===== src/rtl/wb_arb_pkg.sv =====
// ============================================================================
// wb_arb_pkg : shared types and constants for the Wishbone round-robin arbiter
// Rev 1.0
// ============================================================================
`default_nettype none

package wb_arb_pkg;

    typedef enum logic [0:0] {
        IDLE  = 1'b0,
        GRANT = 1'b1
    } arb_state_t;

    localparam int c_default_timeout = 255;

    // Index increment that wraps at n
    function automatic int wrap_inc(input int idx, input int n);
        return (idx + 1 >= n) ? 0 : idx + 1;
    endfunction

endpackage

`default_nettype wire


===== src/rtl/wb_arbiter_if.sv =====
// ============================================================================
// wb_arbiter_if : master-side and slave-side Wishbone signals of the arbiter
// Rev 1.0
// ============================================================================
`default_nettype none

interface wb_arbiter_if #(
    parameter int NUM_M = 2,
    parameter int AW    = 32,
    parameter int DW    = 32
);
    logic [NUM_M-1:0]             m_cyc_i;
    logic [NUM_M-1:0]             m_stb_i;
    logic [NUM_M-1:0]             m_we_i;
    logic [NUM_M-1:0][AW-1:0]     m_addr_i;
    logic [NUM_M-1:0][DW/8-1:0]   m_sel_i;
    logic [NUM_M-1:0][DW-1:0]     m_wdata_i;
    logic [NUM_M-1:0]             m_ack_o;
    logic [NUM_M-1:0]             m_err_o;
    logic [NUM_M-1:0]             m_stall_o;
    logic [DW-1:0]                m_rdata_o;

    logic                         s_cyc_o;
    logic                         s_stb_o;
    logic                         s_we_o;
    logic [AW-1:0]                s_addr_o;
    logic [DW/8-1:0]              s_sel_o;
    logic [DW-1:0]                s_wdata_o;
    logic                         s_ack_i;
    logic                         s_err_i;
    logic                         s_stall_i;
    logic [DW-1:0]                s_rdata_i;

    // slave: the arbiter itself, seen as the slave of the masters
    modport slave (
        input  m_cyc_i, m_stb_i, m_we_i, m_addr_i, m_sel_i, m_wdata_i,
        output m_ack_o, m_err_o, m_stall_o, m_rdata_o,
        output s_cyc_o, s_stb_o, s_we_o, s_addr_o, s_sel_o, s_wdata_o,
        input  s_ack_i, s_err_i, s_stall_i, s_rdata_i
    );

    // master: the surrounding masters and shared slave device
    modport master (
        output m_cyc_i, m_stb_i, m_we_i, m_addr_i, m_sel_i, m_wdata_i,
        input  m_ack_o, m_err_o, m_stall_o, m_rdata_o,
        input  s_cyc_o, s_stb_o, s_we_o, s_addr_o, s_sel_o, s_wdata_o,
        output s_ack_i, s_err_i, s_stall_i, s_rdata_i
    );

endinterface

`default_nettype wire


===== src/rtl/wb_rr_select.sv =====
// ============================================================================
// wb_rr_select : first active request at or after ptr, wrapping modulo NUM_M
// Rev 1.0
// ============================================================================
`default_nettype none

module wb_rr_select #(
    parameter  int NUM_M = 2,
    localparam int IW    = (NUM_M > 1) ? $clog2(NUM_M) : 1
) (
    input  logic [NUM_M-1:0] req,
    input  logic [IW-1:0]    ptr,
    output logic [IW-1:0]    idx,
    output logic             valid
);

    localparam logic [IW:0] c_num_m = (IW+1)'(NUM_M);

    logic [2*NUM_M-1:0] req_dbl;
    logic [NUM_M-1:0]   req_rot;
    logic [IW-1:0]      off;
    logic [IW:0]        sum;

    // Rotate so bit 0 is the requester at ptr
    assign req_dbl = {req, req};
    assign req_rot = NUM_M'(req_dbl >> ptr);

    always_comb begin
        off   = '0;
        valid = 1'b0;
        for (int i = NUM_M - 1; i >= 0; i--) begin
            if (req_rot[i]) begin
                off   = IW'(i);
                valid = 1'b1;
            end
        end
        sum = {1'b0, ptr} + {1'b0, off};
        if (sum >= c_num_m) begin
            sum = sum - c_num_m;
        end
        idx = sum[IW-1:0];
    end

endmodule

`default_nettype wire


===== src/rtl/wb_arbiter.sv =====
// ============================================================================
// wb_arbiter : round-robin, non-preemptive Wishbone arbiter, NUM_M -> 1 slave
// Optional bus watchdog enabled by macro WB_ARB_TIMEOUT_EN.   Rev 1.0
// ============================================================================
`default_nettype none

module wb_arbiter
    import wb_arb_pkg::*;
#(
    parameter int NUM_M   = 2,
    parameter int AW      = 32,
    parameter int DW      = 32,
    parameter int TIMEOUT = c_default_timeout
) (
    input  logic              clk_i,
    input  logic              rst_ni,
    wb_arbiter_if.slave       bus
);

    localparam int IW = (NUM_M > 1) ? $clog2(NUM_M) : 1;

    arb_state_t        state;
    arb_state_t        state_nxt;
    logic [IW-1:0]     gnt_idx;
    logic [IW-1:0]     gnt_nxt;
    logic [IW-1:0]     rr_ptr;
    logic [IW-1:0]     rr_nxt;
    logic [IW-1:0]     rr_inc;
    logic [IW-1:0]     sel_idx;
    logic              sel_valid;
    logic              owner_active;
    logic              slave_quiet;
    logic              timeout_hit;

    logic              s_cyc;
    logic              s_stb;
    logic              s_we;
    logic [NUM_M-1:0]  m_stall;
    logic [NUM_M-1:0]  m_ack;
    logic [NUM_M-1:0]  m_err;

    wb_rr_select #(
        .NUM_M (NUM_M)
    ) u_rr_select (
        .req   (bus.m_cyc_i),
        .ptr   (rr_ptr),
        .idx   (sel_idx),
        .valid (sel_valid)
    );

    assign rr_inc       = IW'(wrap_inc(int'(gnt_idx), NUM_M));
    assign owner_active = (state == GRANT) && bus.m_cyc_i[gnt_idx];
    assign slave_quiet  = !bus.s_ack_i && !bus.s_err_i;

`ifdef WB_ARB_TIMEOUT_EN
    localparam logic [7:0] c_wd_limit = 8'(TIMEOUT - 1);

    logic [7:0] wd_cnt;

    // Counts silent cycles of the current grant; the limit cycle itself errs
    assign timeout_hit = owner_active && slave_quiet && (wd_cnt == c_wd_limit);

    always_ff @(posedge clk_i or negedge rst_ni) begin
        if (!rst_ni) begin
            wd_cnt <= '0;
        end else if (owner_active && slave_quiet && !timeout_hit) begin
            wd_cnt <= wd_cnt + 8'd1;
        end else begin
            wd_cnt <= '0;
        end
    end
`else
    assign timeout_hit = 1'b0;
`endif

    always_ff @(posedge clk_i or negedge rst_ni) begin
        if (!rst_ni) begin
            state   <= IDLE;
            gnt_idx <= '0;
            rr_ptr  <= '0;
        end else begin
            state   <= state_nxt;
            gnt_idx <= gnt_nxt;
            rr_ptr  <= rr_nxt;
        end
    end

    always_comb begin
        state_nxt = state;
        gnt_nxt   = gnt_idx;
        rr_nxt    = rr_ptr;
        s_cyc     = 1'b0;
        s_stb     = 1'b0;
        s_we      = 1'b0;
        m_stall   = '1;
        m_ack     = '0;
        m_err     = '0;
        case (state)
            IDLE: begin
                if (sel_valid) begin
                    gnt_nxt   = sel_idx;
                    state_nxt = GRANT;
                end
            end
            GRANT: begin
                if (!owner_active || timeout_hit) begin
                    state_nxt      = IDLE;
                    rr_nxt         = rr_inc;
                    m_err[gnt_idx] = timeout_hit;
                end else begin
                    s_cyc            = 1'b1;
                    s_stb            = bus.m_stb_i[gnt_idx];
                    s_we             = bus.m_we_i[gnt_idx];
                    m_stall[gnt_idx] = bus.s_stall_i;
                    m_ack[gnt_idx]   = bus.s_ack_i;
                    m_err[gnt_idx]   = bus.s_err_i;
                end
            end
            default: begin
                state_nxt = IDLE;
            end
        endcase
    end

    assign bus.s_cyc_o   = s_cyc;
    assign bus.s_stb_o   = s_stb;
    assign bus.s_we_o    = s_we;
    assign bus.s_addr_o  = bus.m_addr_i[gnt_idx];
    assign bus.s_sel_o   = bus.m_sel_i[gnt_idx];
    assign bus.s_wdata_o = bus.m_wdata_i[gnt_idx];
    assign bus.m_stall_o = m_stall;
    assign bus.m_ack_o   = m_ack;
    assign bus.m_err_o   = m_err;
    assign bus.m_rdata_o = bus.s_rdata_i;

endmodule

`default_nettype wire


===== src/flat_wrapper.sv =====
// flat-port wrapper written by rule: the top's interface ports become plain ports
module wb_arbiter_flat import wb_arb_pkg::*;
#(
    parameter int NUM_M   = 2,
    parameter int AW      = 32,
    parameter int DW      = 32,
    parameter int TIMEOUT = c_default_timeout
)
  (clk_i, rst_ni, bus_m_cyc_i, bus_m_stb_i, bus_m_we_i, bus_m_addr_i, bus_m_sel_i, bus_m_wdata_i, bus_m_ack_o, bus_m_err_o, bus_m_stall_o, bus_m_rdata_o, bus_s_cyc_o, bus_s_stb_o, bus_s_we_o, bus_s_addr_o, bus_s_sel_o, bus_s_wdata_o, bus_s_ack_i, bus_s_err_i, bus_s_stall_i, bus_s_rdata_i);
  wb_arbiter_if #(.NUM_M(NUM_M), .AW(AW), .DW(DW)) bus_i ();
  input  logic clk_i;
  input  logic rst_ni;
  input wire logic [$bits(bus_i.m_cyc_i)-1:0] bus_m_cyc_i;
  input wire logic [$bits(bus_i.m_stb_i)-1:0] bus_m_stb_i;
  input wire logic [$bits(bus_i.m_we_i)-1:0] bus_m_we_i;
  input wire logic [$bits(bus_i.m_addr_i)-1:0] bus_m_addr_i;
  input wire logic [$bits(bus_i.m_sel_i)-1:0] bus_m_sel_i;
  input wire logic [$bits(bus_i.m_wdata_i)-1:0] bus_m_wdata_i;
  output wire logic [$bits(bus_i.m_ack_o)-1:0] bus_m_ack_o;
  output wire logic [$bits(bus_i.m_err_o)-1:0] bus_m_err_o;
  output wire logic [$bits(bus_i.m_stall_o)-1:0] bus_m_stall_o;
  output wire logic [$bits(bus_i.m_rdata_o)-1:0] bus_m_rdata_o;
  output wire logic [$bits(bus_i.s_cyc_o)-1:0] bus_s_cyc_o;
  output wire logic [$bits(bus_i.s_stb_o)-1:0] bus_s_stb_o;
  output wire logic [$bits(bus_i.s_we_o)-1:0] bus_s_we_o;
  output wire logic [$bits(bus_i.s_addr_o)-1:0] bus_s_addr_o;
  output wire logic [$bits(bus_i.s_sel_o)-1:0] bus_s_sel_o;
  output wire logic [$bits(bus_i.s_wdata_o)-1:0] bus_s_wdata_o;
  input wire logic [$bits(bus_i.s_ack_i)-1:0] bus_s_ack_i;
  input wire logic [$bits(bus_i.s_err_i)-1:0] bus_s_err_i;
  input wire logic [$bits(bus_i.s_stall_i)-1:0] bus_s_stall_i;
  input wire logic [$bits(bus_i.s_rdata_i)-1:0] bus_s_rdata_i;
  assign bus_i.m_cyc_i = bus_m_cyc_i;
  assign bus_i.m_stb_i = bus_m_stb_i;
  assign bus_i.m_we_i = bus_m_we_i;
  assign bus_i.m_addr_i = bus_m_addr_i;
  assign bus_i.m_sel_i = bus_m_sel_i;
  assign bus_i.m_wdata_i = bus_m_wdata_i;
  assign bus_m_ack_o = bus_i.m_ack_o;
  assign bus_m_err_o = bus_i.m_err_o;
  assign bus_m_stall_o = bus_i.m_stall_o;
  assign bus_m_rdata_o = bus_i.m_rdata_o;
  assign bus_s_cyc_o = bus_i.s_cyc_o;
  assign bus_s_stb_o = bus_i.s_stb_o;
  assign bus_s_we_o = bus_i.s_we_o;
  assign bus_s_addr_o = bus_i.s_addr_o;
  assign bus_s_sel_o = bus_i.s_sel_o;
  assign bus_s_wdata_o = bus_i.s_wdata_o;
  assign bus_i.s_ack_i = bus_s_ack_i;
  assign bus_i.s_err_i = bus_s_err_i;
  assign bus_i.s_stall_i = bus_s_stall_i;
  assign bus_i.s_rdata_i = bus_s_rdata_i;
  wb_arbiter #(.NUM_M(NUM_M), .AW(AW), .DW(DW), .TIMEOUT(TIMEOUT)) u_core (.clk_i(clk_i), .rst_ni(rst_ni), .bus(bus_i));
endmodule

===== config.mk =====
export PLATFORM = sky130hd
export DESIGN_NAME = wb_arbiter_flat
export DESIGN_NICKNAME = d
export VERILOG_FILES = /design/src/rtl/wb_arb_pkg.sv /design/src/rtl/wb_arbiter_if.sv /design/src/rtl/wb_rr_select.sv /design/src/rtl/wb_arbiter.sv /design/src/flat_wrapper.sv
export SDC_FILE = /design/constraint.sdc
export NUM_CORES = 1
export LEC_CHECK = 0
export BUFFER_PORTS_ARGS = -buffer_cell sky130_fd_sc_hd__buf_2
export CORE_AREA = 2 2 113 115
export DETAILED_ROUTE_END_ITERATION = 6
export DIE_AREA = 0 0 115 117
export PLACE_DENSITY = 0.56
export SYNTH_ARGS = -nofsm -noshare
export SYNTH_HDL_FRONTEND = slang
export SYNTH_HIERARCHICAL = 1
export SYNTH_SLANG_ARGS = --single-unit
export TNS_END_PERCENT = 1

===== constraint.sdc =====
create_clock -name clk_i -period 3.6 [get_ports clk_i]
set_clock_uncertainty 0.1 [all_clocks]
set_input_delay 0.72 -clock clk_i [delete_from_list [all_inputs] [get_ports clk_i]]
set_output_delay 0.72 -clock clk_i [all_outputs]
set_load 0.005 [all_outputs]

# Word-level counts from Yosys, hierarchy flattened
# Index checks and enable logic that the tools add are counted.
# totals
register_bits	3
latch_bits	0
mem_bits_rw	0
memories	0
output_inout_bits	109
in_bits	179
rom_bits	0
elab_cells	54
# op_classes
add_sub_neg	3
div_mod_pow	0
bitwise	6
shifts	1
eq_ne	0
magnitude_cmp	4
reduce_logical	4
mul	0
mux	33
# ops
operator	count
32-bit two-way mux	4
1-bit two-way mux	19
2-bit two-way mux	6
4-bit two-way mux	2
2-bit AND	2
2-bit >= comparator, second input constant	2
2-bit AND reduction	2
4-bit by 1-bit >> shifter with 2-bit output	1
1-bit by 1-bit adder with 2-bit output	1
1-bit by 1-bit adder with 2-bit output, second input constant	1
1-bit logical AND	2
1-bit by 2-bit less-than comparator with 1-bit output, second input constant	1
1-bit NOT	2
2-bit NOT	1
2-bit bitwise OR	1
1-bit case mux with 2 select lines	1
1-bit demux with 1-bit select	1
1-bit >= comparator, second input constant	1
1-bit subtractor, second input constant	1

# Depth between registers and ports, before layout
# Gate-level depths: netlist of run 1.
# depth
ltp_word	8
mapped_depth	4
ltp_nobuf	3

# Modules after synthesis
# Netlist of run 1, hierarchy kept.
# modules_own_cells
module	cells_each	n_inst	area_per_inst_um2	seq_area_each_um2
wb_arbiter	136	1	1436.4	75.1
wb_rr_select	3	1	21.3	0.0

# Worst setup path before layout of run 1
# No wires, ideal clock.
# synth_timing
kind	input -> output
from	input bus_m_cyc_i[0]
to	output bus_s_stb_o
n_path_buf	0
path_slack_ns	1.717
t_arrival_ns	1.063
required_ns	2.780
cell_stages	3
path_cell_list	nor2b_1 -> a32oi_1 -> nor2_1
# synth_via
elab_chain_len	5
# synth_rtl
item	line	text
start, declared	flat_wrapper.sv:13	input wire logic [$bits(bus_i.m_cyc_i)-1:0] bus_m_cyc_i;
1-bit two-way mux (not written as such) (2 in series)	wb_arbiter.sv:52	assign owner_active = (state == GRANT) && bus.m_cyc_i[gnt_idx];
1-bit logical AND	wb_arbiter.sv:52	
1-bit two-way mux	wb_arbiter.sv:106	if (!owner_active || timeout_hit) begin
1-bit two-way mux	wb_arbiter.sv:98	case (state)
end, declared	flat_wrapper.sv:24	output wire logic [$bits(bus_i.s_stb_o)-1:0] bus_s_stb_o;
# Every way passes these cells. The select of a mux whose other input is x is not followed.

# Worst setup path in the final report of run 1
# layout_timing
from	register u_core.gnt_idx
to	output bus_s_wdata_o[18]
# layout_via
elab_chain_len	2
# layout_rtl
item	line	text
start, declared	wb_arbiter.sv:24	logic [IW-1:0] gnt_idx;
start signal, assigned	wb_arbiter.sv:83	gnt_idx <= gnt_nxt;
32-bit two-way mux (not written as such) (2 in series)	wb_arbiter.sv:130	assign bus.s_wdata_o = bus.m_wdata_i[gnt_idx];
end, declared	flat_wrapper.sv:28	output wire logic [$bits(bus_i.s_wdata_o)-1:0] bus_s_wdata_o;
# Every way passes these cells. The select of a mux whose other input is x is not followed.

==> impl_metrics.yaml, run 1 <==
detailed_routing:
  initialDrtViolationCount: 24
  vias: 1726
  viasPerCell: 3.61
  avgRoutedWirePerCell_um: 10.5
  firstDrtPassIters: 3
  drc: 0
  ant_nets: 0
  routed_wl_um: 5040
final_layout:
  seq_area_um2: 78.8
  synthToLayoutAreaGrowth_pct: 75.5
  design_area_mm2: 0.00256
  multiInputGateArea_mm2: 0.00106
  drive_above_1_share: 0.902
  final_nets: 508
  fillers: 1322
  diodes: 0
critical_path:
  path_buf_inv: 2
  critPathSlowestCell: "dfrtp_4"
  critPathKind: "reg -> out"
  arrival_ns: 1.75
  cp-start-kind: "flip-flop"
  slowest_delay_ns: 0.71
  path_cells: "buf_12 > mux2_2 > buf_2"
  cp_top_family: "flip-flops"
  crit_required_ns: 2.78
  end_kind: "primary output"
  critPathMaxFanout: 32
floorplanning:
  start_util: 0.118
  die-area_mm2: 0.0135
  die_w_um: 115
  core_mm2: 0.0123
  die_y_um: 117
  io_pins: 288
  rows: 41
yosys:
  synth_top_area_cell: "mux2_4"
  syn_inst: 139
  synth-simple-area-share: 0.0532
  ys_top_cells_by_area: "mux2_4 41%, mux2_2 19%, buf_4 17%"
  synth_fa_ha_area_frac: 0.00773
  synth_xor_area_frac: 0
  synthDistinctLibCells: 20
  synth_compound_area_frac: 0.0283
  ys_seq_area_frac: 0.0515
  netlist.area_leader.share: 0.412
  synth_top_family_by_area: "multiplexers"
  yosys_register_bits: 3
  syn-mean-instance-area_um2: 10.5
  yosysWarnings: 6
  synth_nets: 318
  netlist_area_mm2: 0.00146
  synth_mux_area_frac: 0.636
timing:
  setup_slack_ns: 1.03
  tightest_slew_ns: 0.465
  rsz0062_at_grt: "false"
  fin_setup_tns_ns: 0
  slew_headroom: 0.690
  slew_viol_final: 0
  setup_viol: 0
  hold_violations: 0
  min_period_ns: 2.57
  holdWs_ns: 0.184
  fmax_ghz: 0.388
  post-route-period-util: 0.715
cts:
  cts_setup_buffers: 0
  cts_made_buffers: 3
  cts-root-buf: "clkbuf_16"
  cts_tree: "done"
  clkSlewWorstSetupHoldPaths_ns: 0.03
  post_cts_resized: 0
  cts.sinks: 3
  clock_path_buffers: 2
  cts_max_level: 1
  ctsHoldBuffers: 0
  clk-insertion-delay-late_ns: 0.22
grt:
  use_met1: 0.0572
  grt_pass1_vias: 1443
  grt_first_pass_wirelength_um: 6240
  grt_util_met3: 0.0191
  use_met2: 0.119
  gr-total-overflow: 0
  grt_max_degree: 33
  grt_use_total: 0.0584
  grt_antenna_before_repair: 0
  top_usage_layer: "met2"
power:
  p_per_area_mw_per_mm2: 507
  peakVddDrop_v: 0.000175
  leakagePower_nw: 1.48
status:
  outcome: "finished, final reports clean"
placed_design:
  dpl.hpwl_um: 4420
  port_buffers: 223
  place_ws_ns: 1.25
  place.gp.congestion: 0.650
  place_area_mm2: 0.00248
job:
  cap_violations: 0
worst_hold_path:
  hp-class: "in -> async"
cells by family after synthesis:
family          count (synthesis)
flops                           3
simple gates                   17
mux                            69
compound gates                  6
buf+inv                        43
fa+ha+maj                       1
report_power, final:
group / internal, mW / switching (mW)
Combinational: 0.635 / 0.347
Sequential: 0.0542 / 0.0839
Clock: 0.146 / 0.0312
Total: 0.835 / 0.463
flip-flops by register name (all words and copies together), names as in the netlist:
signal          cells
u_core/gnt_idx      1
u_core/rr_ptr       1
u_core/state        1
area by class of cell:
type | count | share of cell area
clock buffers | 4 | 0.0308
inverters | 3 | 0.00440
repair buffers | 225 | 0.447
flip-flops and latches | 3 | 0.0308
multi-input cells | 93 | 0.413
well taps | 150 | 0.0734
path summary, 6_finish.rpt:
path	slack [ns]	end	depth (start not counted)	startpoint
max in group asynchronous	3.10	u_core/gnt_idx	1	rst_ni
max	1.03	bus_s_wdata_o[18]	3	u_core/gnt_idx
min	0.18	u_core/gnt_idx	1	rst_ni
min in group clk_i	0.46	u_core/rr_ptr	2	u_core/rr_ptr
min reg2reg	0.46	u_core/rr_ptr	2	u_core/rr_ptr
max reg2reg	2.12	u_core/state	3	u_core/gnt_idx
through the flow:
| step | total power [mW] | cells | utilization |
|---|---|---|---|
| 6_report | 1.30 | 478 | 0.208 |
| 5_1_grt | 1.40 | 478 | 0.208 |
| 4_1_cts | 1.32 | 478 | 0.208 |
| 3_5_place_dp | 1.14 | 474 | 0.201 |
| 3_3_place_gp | 1.12 | 474 | 0.201 |
| 2_1_floorplan | 0.826 | 139 | - |
cell usage in the layout (no fill, tap or decap):
master / synthesis / final
buf_2: 2 / 223
mux2_4: 40 / 40
mux2_2: 24 / 24
nor2_1: 7 / 7
mux2_1: 5 / 5
nand2_1: 4 / 4
clkbuf_16: 0 / 3
inv_1: 3 / 3
nor2b_1: 2 / 2
a32oi_1: 2 / 2
o21ai_0: 2 / 2
dfrtp_1: 3 / 2
clkbuf_1: 0 / 1
nand2b_1: 1 / 1
a21oi_2: 1 / 1
or2_1: 1 / 1
nand3_1: 1 / 1
a21oi_1: 1 / 1
dfrtp_4: 0 / 1
buf_4: 33 / 1
buf_12: 0 / 1
maj3_2: 1 / 1
or2_2: 1 / 1
worst reg2reg max path, stage by stage (launching register included):
cell,delay (ns)
dfrtp_4,0.71
nand2b_1,0.24
a21oi_2,0.07
or2_1,0.23
per-layer routing:
metal	wire, um	up-vias
li1	-	835
met5	0	-
met1	1750	743
met3	665	4
met4	13	0
met2	2610	144
Yosys cell counts:
| cell | number |
|---|---|
| or2_2 | 1 |
| a21oi_2 | 1 |
| maj3_2 | 1 |
| mux2_1 | 5 |
| nand3_1 | 1 |
| nor2b_1 | 2 |
| inv_1 | 3 |
| nor2_1 | 7 |
| mux2_2 | 24 |
| buf_2 | 2 |
| o21ai_0 | 2 |
| nand2_1 | 4 |
| buf_4 | 33 |
| nand2b_1 | 1 |
| or2_1 | 1 |
| buf_6 | 5 |
| mux2_4 | 40 |
| a21oi_1 | 1 |
| a32oi_1 | 2 |
| dfrtp_1 | 3 |
Note: power is estimated with default switching activity, not from simulation.
==> run 2: changes to the inputs <==
CORE_AREA = 2 2 110 112   (was 2 2 113 115)
DIE_AREA = 0 0 112 114   (was 0 0 115 117)
PLACE_DENSITY = 0.58   (was 0.56)
clock period = 2.7 ns   (was 3.6 ns; I/O delays follow)
==> run 2 against run 1 <==
Effect of this change:
- combinational power increased by 40%
- setup slack got worse by 0.63 ns
- clock power increased by 32%
- power increased by 38%
- core utilization increased by 1.2 points
- critical endpoint is now bus_s_wdata_o[14]
==> impl_metrics.yaml, run 2 (same netlist as run 1, synthesis figures left out) <==
status:
  outcome: "finished, final reports clean"
power:
  p_total_mw: 1.79
  comb_power_share: 0.768
  leakagePower_nw: 1.50
  p_switching_mw: 0.648
  seq_power_share: 0.101
  peakVddDrop_v: 0.000297
  intPower_mw: 1.14
  pwr-share-clk: 0.131
  p_per_area_mw_per_mm2: 694
  swShare: 0.363
detailed_routing:
  avgRoutedWirePerCell_um: 11.9
  viasPerCell: 3.77
  routed_wl_um: 5690
  drc: 0
  vias: 1801
  firstDrtPassIters: 2
  ant_nets: 0
  initialDrtViolationCount: 31
floorplanning:
  die-area_mm2: 0.0128
  die_y_um: 114
  die_w_um: 112
  core_mm2: 0.0117
  start_util: 0.124
  io_pins: 288
  rows: 40
critical_path:
  cp-startpoint: "u_core/gnt_idx"
  critPathMaxFanout: 31
  critPathKind: "reg -> out"
  arrival_ns: 1.66
  path_cells: "buf_4 > mux2_2 > buf_2"
  crit_required_ns: 2.06
  cp-start-kind: "flip-flop"
  reg2reg_from: "u_core/gnt_idx"
  path_buf_inv: 2
  cp_top_family: "flip-flops"
  critPathSlowestCell: "dfrtp_4"
  end_kind: "primary output"
  slowest_delay_ns: 0.69
grt:
  gr-total-overflow: 0
  grt_pass1_vias: 1675
  grt_first_pass_wirelength_um: 8020
  grt_max_degree: 32
  grt_use_total: 0.0777
  grt_antenna_before_repair: 0
placed_design:
  port_buffers: 223
  place.gp.congestion: 0.750
  dpl.hpwl_um: 5130
cts:
  post_cts_resized: 0
  ctsHoldBuffers: 0
  clk-insertion-delay-late_ns: 0.22
  clock_path_buffers: 2
  cts_tree: "done"
  clkSlewWorstSetupHoldPaths_ns: 0.03
  cts-root-buf: "clkbuf_16"
  cts.sinks: 3
  cts_max_level: 1
  cts_setup_buffers: 0
  cts_made_buffers: 3
timing:
  min_period_ns: 2.30
  hold_violations: 0
  tightest_slew_ns: 0.432
  slew_headroom: 0.712
  rsz0062_at_grt: "false"
  slew_viol_final: 0
  fmax_ghz: 0.434
  fin_setup_tns_ns: 0
  setup_viol: 0
  post-route-period-util: 0.853
final_layout:
  diodes: 0
  final_common_cell: "buf_2"
  drive_above_1_share: 0.903
  synthToLayoutAreaGrowth_pct: 76.7
  final_nets: 511
  final_cell_mix: "223 x buf_2, 40 x mux2_4, 24 x mux2_2, 7 x nor2_1, 5 x mux2_1"
  reg.largest.list: "u_core/gnt_idx x1, u_core/rr_ptr x1, u_core/state x1"
job:
  cap_violations: 0
worst_hold_path:
  hp-class: "in -> async"
-- run 2: cell types whose count changed in the layout (fill, tap and decap cells not counted), sizes merged --
| cell | before | now |
|---|---|---|
| buf | 225 | 228 |
-- run 2: power groups by stage --
stage                     clock [mW]  sequential, mW  combinational (mW)
after floorplan                    0          0.0849                1.02
after global placement             0           0.182                1.37
after detailed placement           0           0.188                1.39
after CTS                      0.236           0.186                1.39
after global routing           0.241           0.200                1.47
final                          0.234           0.180                1.37
-- run 2: stage by stage --
step                      worst slack (ns)  std cells  hold slack (ns)  instance area [um2]  utilization
after floorplan                       1.06        139            0.144                 1460            -
after global placement               0.637        474            0.237                 2500        0.213
after detailed placement             0.607        474            0.244                 2500        0.213
after CTS                            0.373        478          0.00936                 2580        0.220
after global routing                 0.299        478           0.0105                 2580        0.220
final                                0.398        478          0.00886                 2580        0.220
-- run 2: area by class of cell --
type / instances / area [um2]
well taps: 147 / 184
flip-flops and latches: 3 / 78.8
multi-input cells: 93 / 1060
inverters: 3 / 11.3
repair buffers: 228 / 1170
fillers: 1279 / 9140
clock buffers: 4 / 78.8
-- run 2: worst paths after layout --
path	endpoint	slack, ns	depth (start not counted)
worst min register to register	u_core/rr_ptr	0.47	2
worst min-delay path	u_core/gnt_idx	0.009	1
max in group asynchronous	u_core/gnt_idx	2.37	1
worst max-delay path	bus_s_wdata_o[14]	0.40	3
worst max register to register	u_core/state	1.17	3
min in group clk_i	u_core/rr_ptr	0.47	2
-- run 2: per-layer routing --
layer	track usage	vias up	routed length, um
met4	0.0195	0	59
met3	0.0298	9	716
met5	0	-	0
met1	0.0829	812	2010
met2	0.145	140	2910
li1	-	840	-
==> run 3: changes to the inputs <==
CORE_AREA = 2 2 113 115   (was 2 2 110 112)
DIE_AREA = 0 0 115 117   (was 0 0 112 114)
PLACE_DENSITY = 0.56   (was 0.58)
clock period = 3 ns   (was 2.7 ns; I/O delays follow)
==> run 3 against run 2 <==
Effect of this change:
- sequential share of layout area about the same
- routed wire length decreased by 9.2%
- via count shrank 1.4%
- sequential power shrank 19%
- design area fell by 0.73%
- global-route usage is 1.7 points lower
- clock power down 9.8%
- critical path depth stayed put
- critical path type unchanged
==> impl_metrics.yaml, run 3 (same netlist as run 1, synthesis figures left out) <==
placed_design:
  place_area_mm2: 0.00248
  dpl.hpwl_um: 4530
  dpl.cell_count: 474
  port_buffers: 223
  place.gp.congestion: 0.638
final_layout:
  final_common_cell: "buf_2"
  synthToLayoutAreaGrowth_pct: 75.5
  reg.largest.list: "u_core/gnt_idx x1, u_core/rr_ptr x1, u_core/state x1"
  drive_above_1_share: 0.902
  stdcell_count: 478
  diodes: 0
  final_cell_mix: "223 x buf_2, 40 x mux2_4, 24 x mux2_2, 7 x nor2_1, 5 x mux2_1"
  design_area_mm2: 0.00256
  final_nets: 508
critical_path:
  critPathSlowestCell: "dfrtp_4"
  slowest_delay_ns: 0.64
  cp-start-kind: "flip-flop"
  crit_required_ns: 2.30
  path_buf_inv: 2
  cp_top_family: "flip-flops"
  cp-startpoint: "u_core/gnt_idx"
  path_cells: "buf_12 > mux2_2 > buf_2"
  critPathKind: "reg -> out"
  critPathMaxFanout: 39
  reg2reg_from: "u_core/gnt_idx"
  end_kind: "primary output"
  arrival_ns: 1.70
cts:
  cts_tree: "done"
  post_cts_resized: 0
  cts-root-buf: "clkbuf_16"
  cts.sinks: 3
  clk-insertion-delay-late_ns: 0.22
  clkSlewWorstSetupHoldPaths_ns: 0.03
  cts_made_buffers: 3
  cts_max_level: 1
  ctsHoldBuffers: 0
  cts_setup_buffers: 0
  clock_path_buffers: 2
floorplanning:
  die_y_um: 117
  start_util: 0.118
  rows: 41
  io_pins: 288
  die_w_um: 115
  core_mm2: 0.0123
  die-area_mm2: 0.0135
power:
  peakVddDrop_v: 0.000214
  leakagePower_nw: 1.48
  p_total_mw: 1.56
  p_per_area_mw_per_mm2: 610
grt:
  grt_use_total: 0.0607
  grt_antenna_before_repair: 0
  grt_max_degree: 40
  grt_first_pass_wirelength_um: 6550
  grt_pass1_vias: 1526
  gr-total-overflow: 0
timing:
  min_period_ns: 2.40
  rsz0062_at_grt: "false"
  fin_setup_tns_ns: 0
  fmax_ghz: 0.416
  setup_viol: 0
  post-route-period-util: 0.800
  hold_violations: 0
  slew_headroom: 0.759
  holdWs_ns: 0.0671
  tightest_slew_ns: 0.361
  slew_viol_final: 0
detailed_routing:
  ant_nets: 0
  avgRoutedWirePerCell_um: 10.8
  viasPerCell: 3.71
  firstDrtPassIters: 4
  vias: 1775
  routed_wl_um: 5170
  initialDrtViolationCount: 19
  drc: 0
worst_hold_path:
  hp-class: "in -> async"
status:
  outcome: "finished, final reports clean"
job:
  cap_violations: 0
## run 3: cell types whose count changed in the layout (fill, tap and decap cells not counted), sizes merged
cell / before / now
buf: 228 / 225
## run 3: power by group
part	leakage (nW)	switching, mW	internal, mW	total [mW]
clock	0.0382	0.0356	0.175	0.211
combinational	1.41	0.442	0.761	1.20
sequential	0.0330	0.0805	0.0655	0.146
total	1.48	0.558	1.00	1.56
## run 3: routing by layer
metal  vias up  wire length [um]  global-route usage
met5         -                 0                   0
met4         0                27             0.00964
met3         6               727              0.0232
met2       148              2750               0.127
met1       787              1660              0.0556
li1        834                 -                   -
## run 3: final cells by class
cell class                      count  area [um2]
Clock buffer                        4        78.8
Fill cell                        1334        9750
Inverter                            3        11.3
Multi-Input combinational cell     93        1060
Sequential cell                     3        78.8
Tap cell                          150         188
Timing Repair Buffer              225        1140
## run 3: worst paths after layout
check | slack, ns | cells past startpoint | end
min | 0.07 | 1 | u_core/gnt_idx
min in group clk_i | 0.48 | 2 | u_core/rr_ptr
max in group asynchronous | 2.61 | 1 | u_core/gnt_idx
max | 0.60 | 3 | bus_s_wdata_o[1]
min reg2reg | 0.48 | 2 | u_core/rr_ptr
max reg2reg | 1.62 | 3 | u_core/state
## run 3: metrics by stage
step | worst slack [ns] | util
floorplan | 1.30 | -
global placement | 0.844 | 0.201
detailed placement | 0.803 | 0.201
CTS | 0.570 | 0.208
global route | 0.520 | 0.208
finish | 0.599 | 0.208
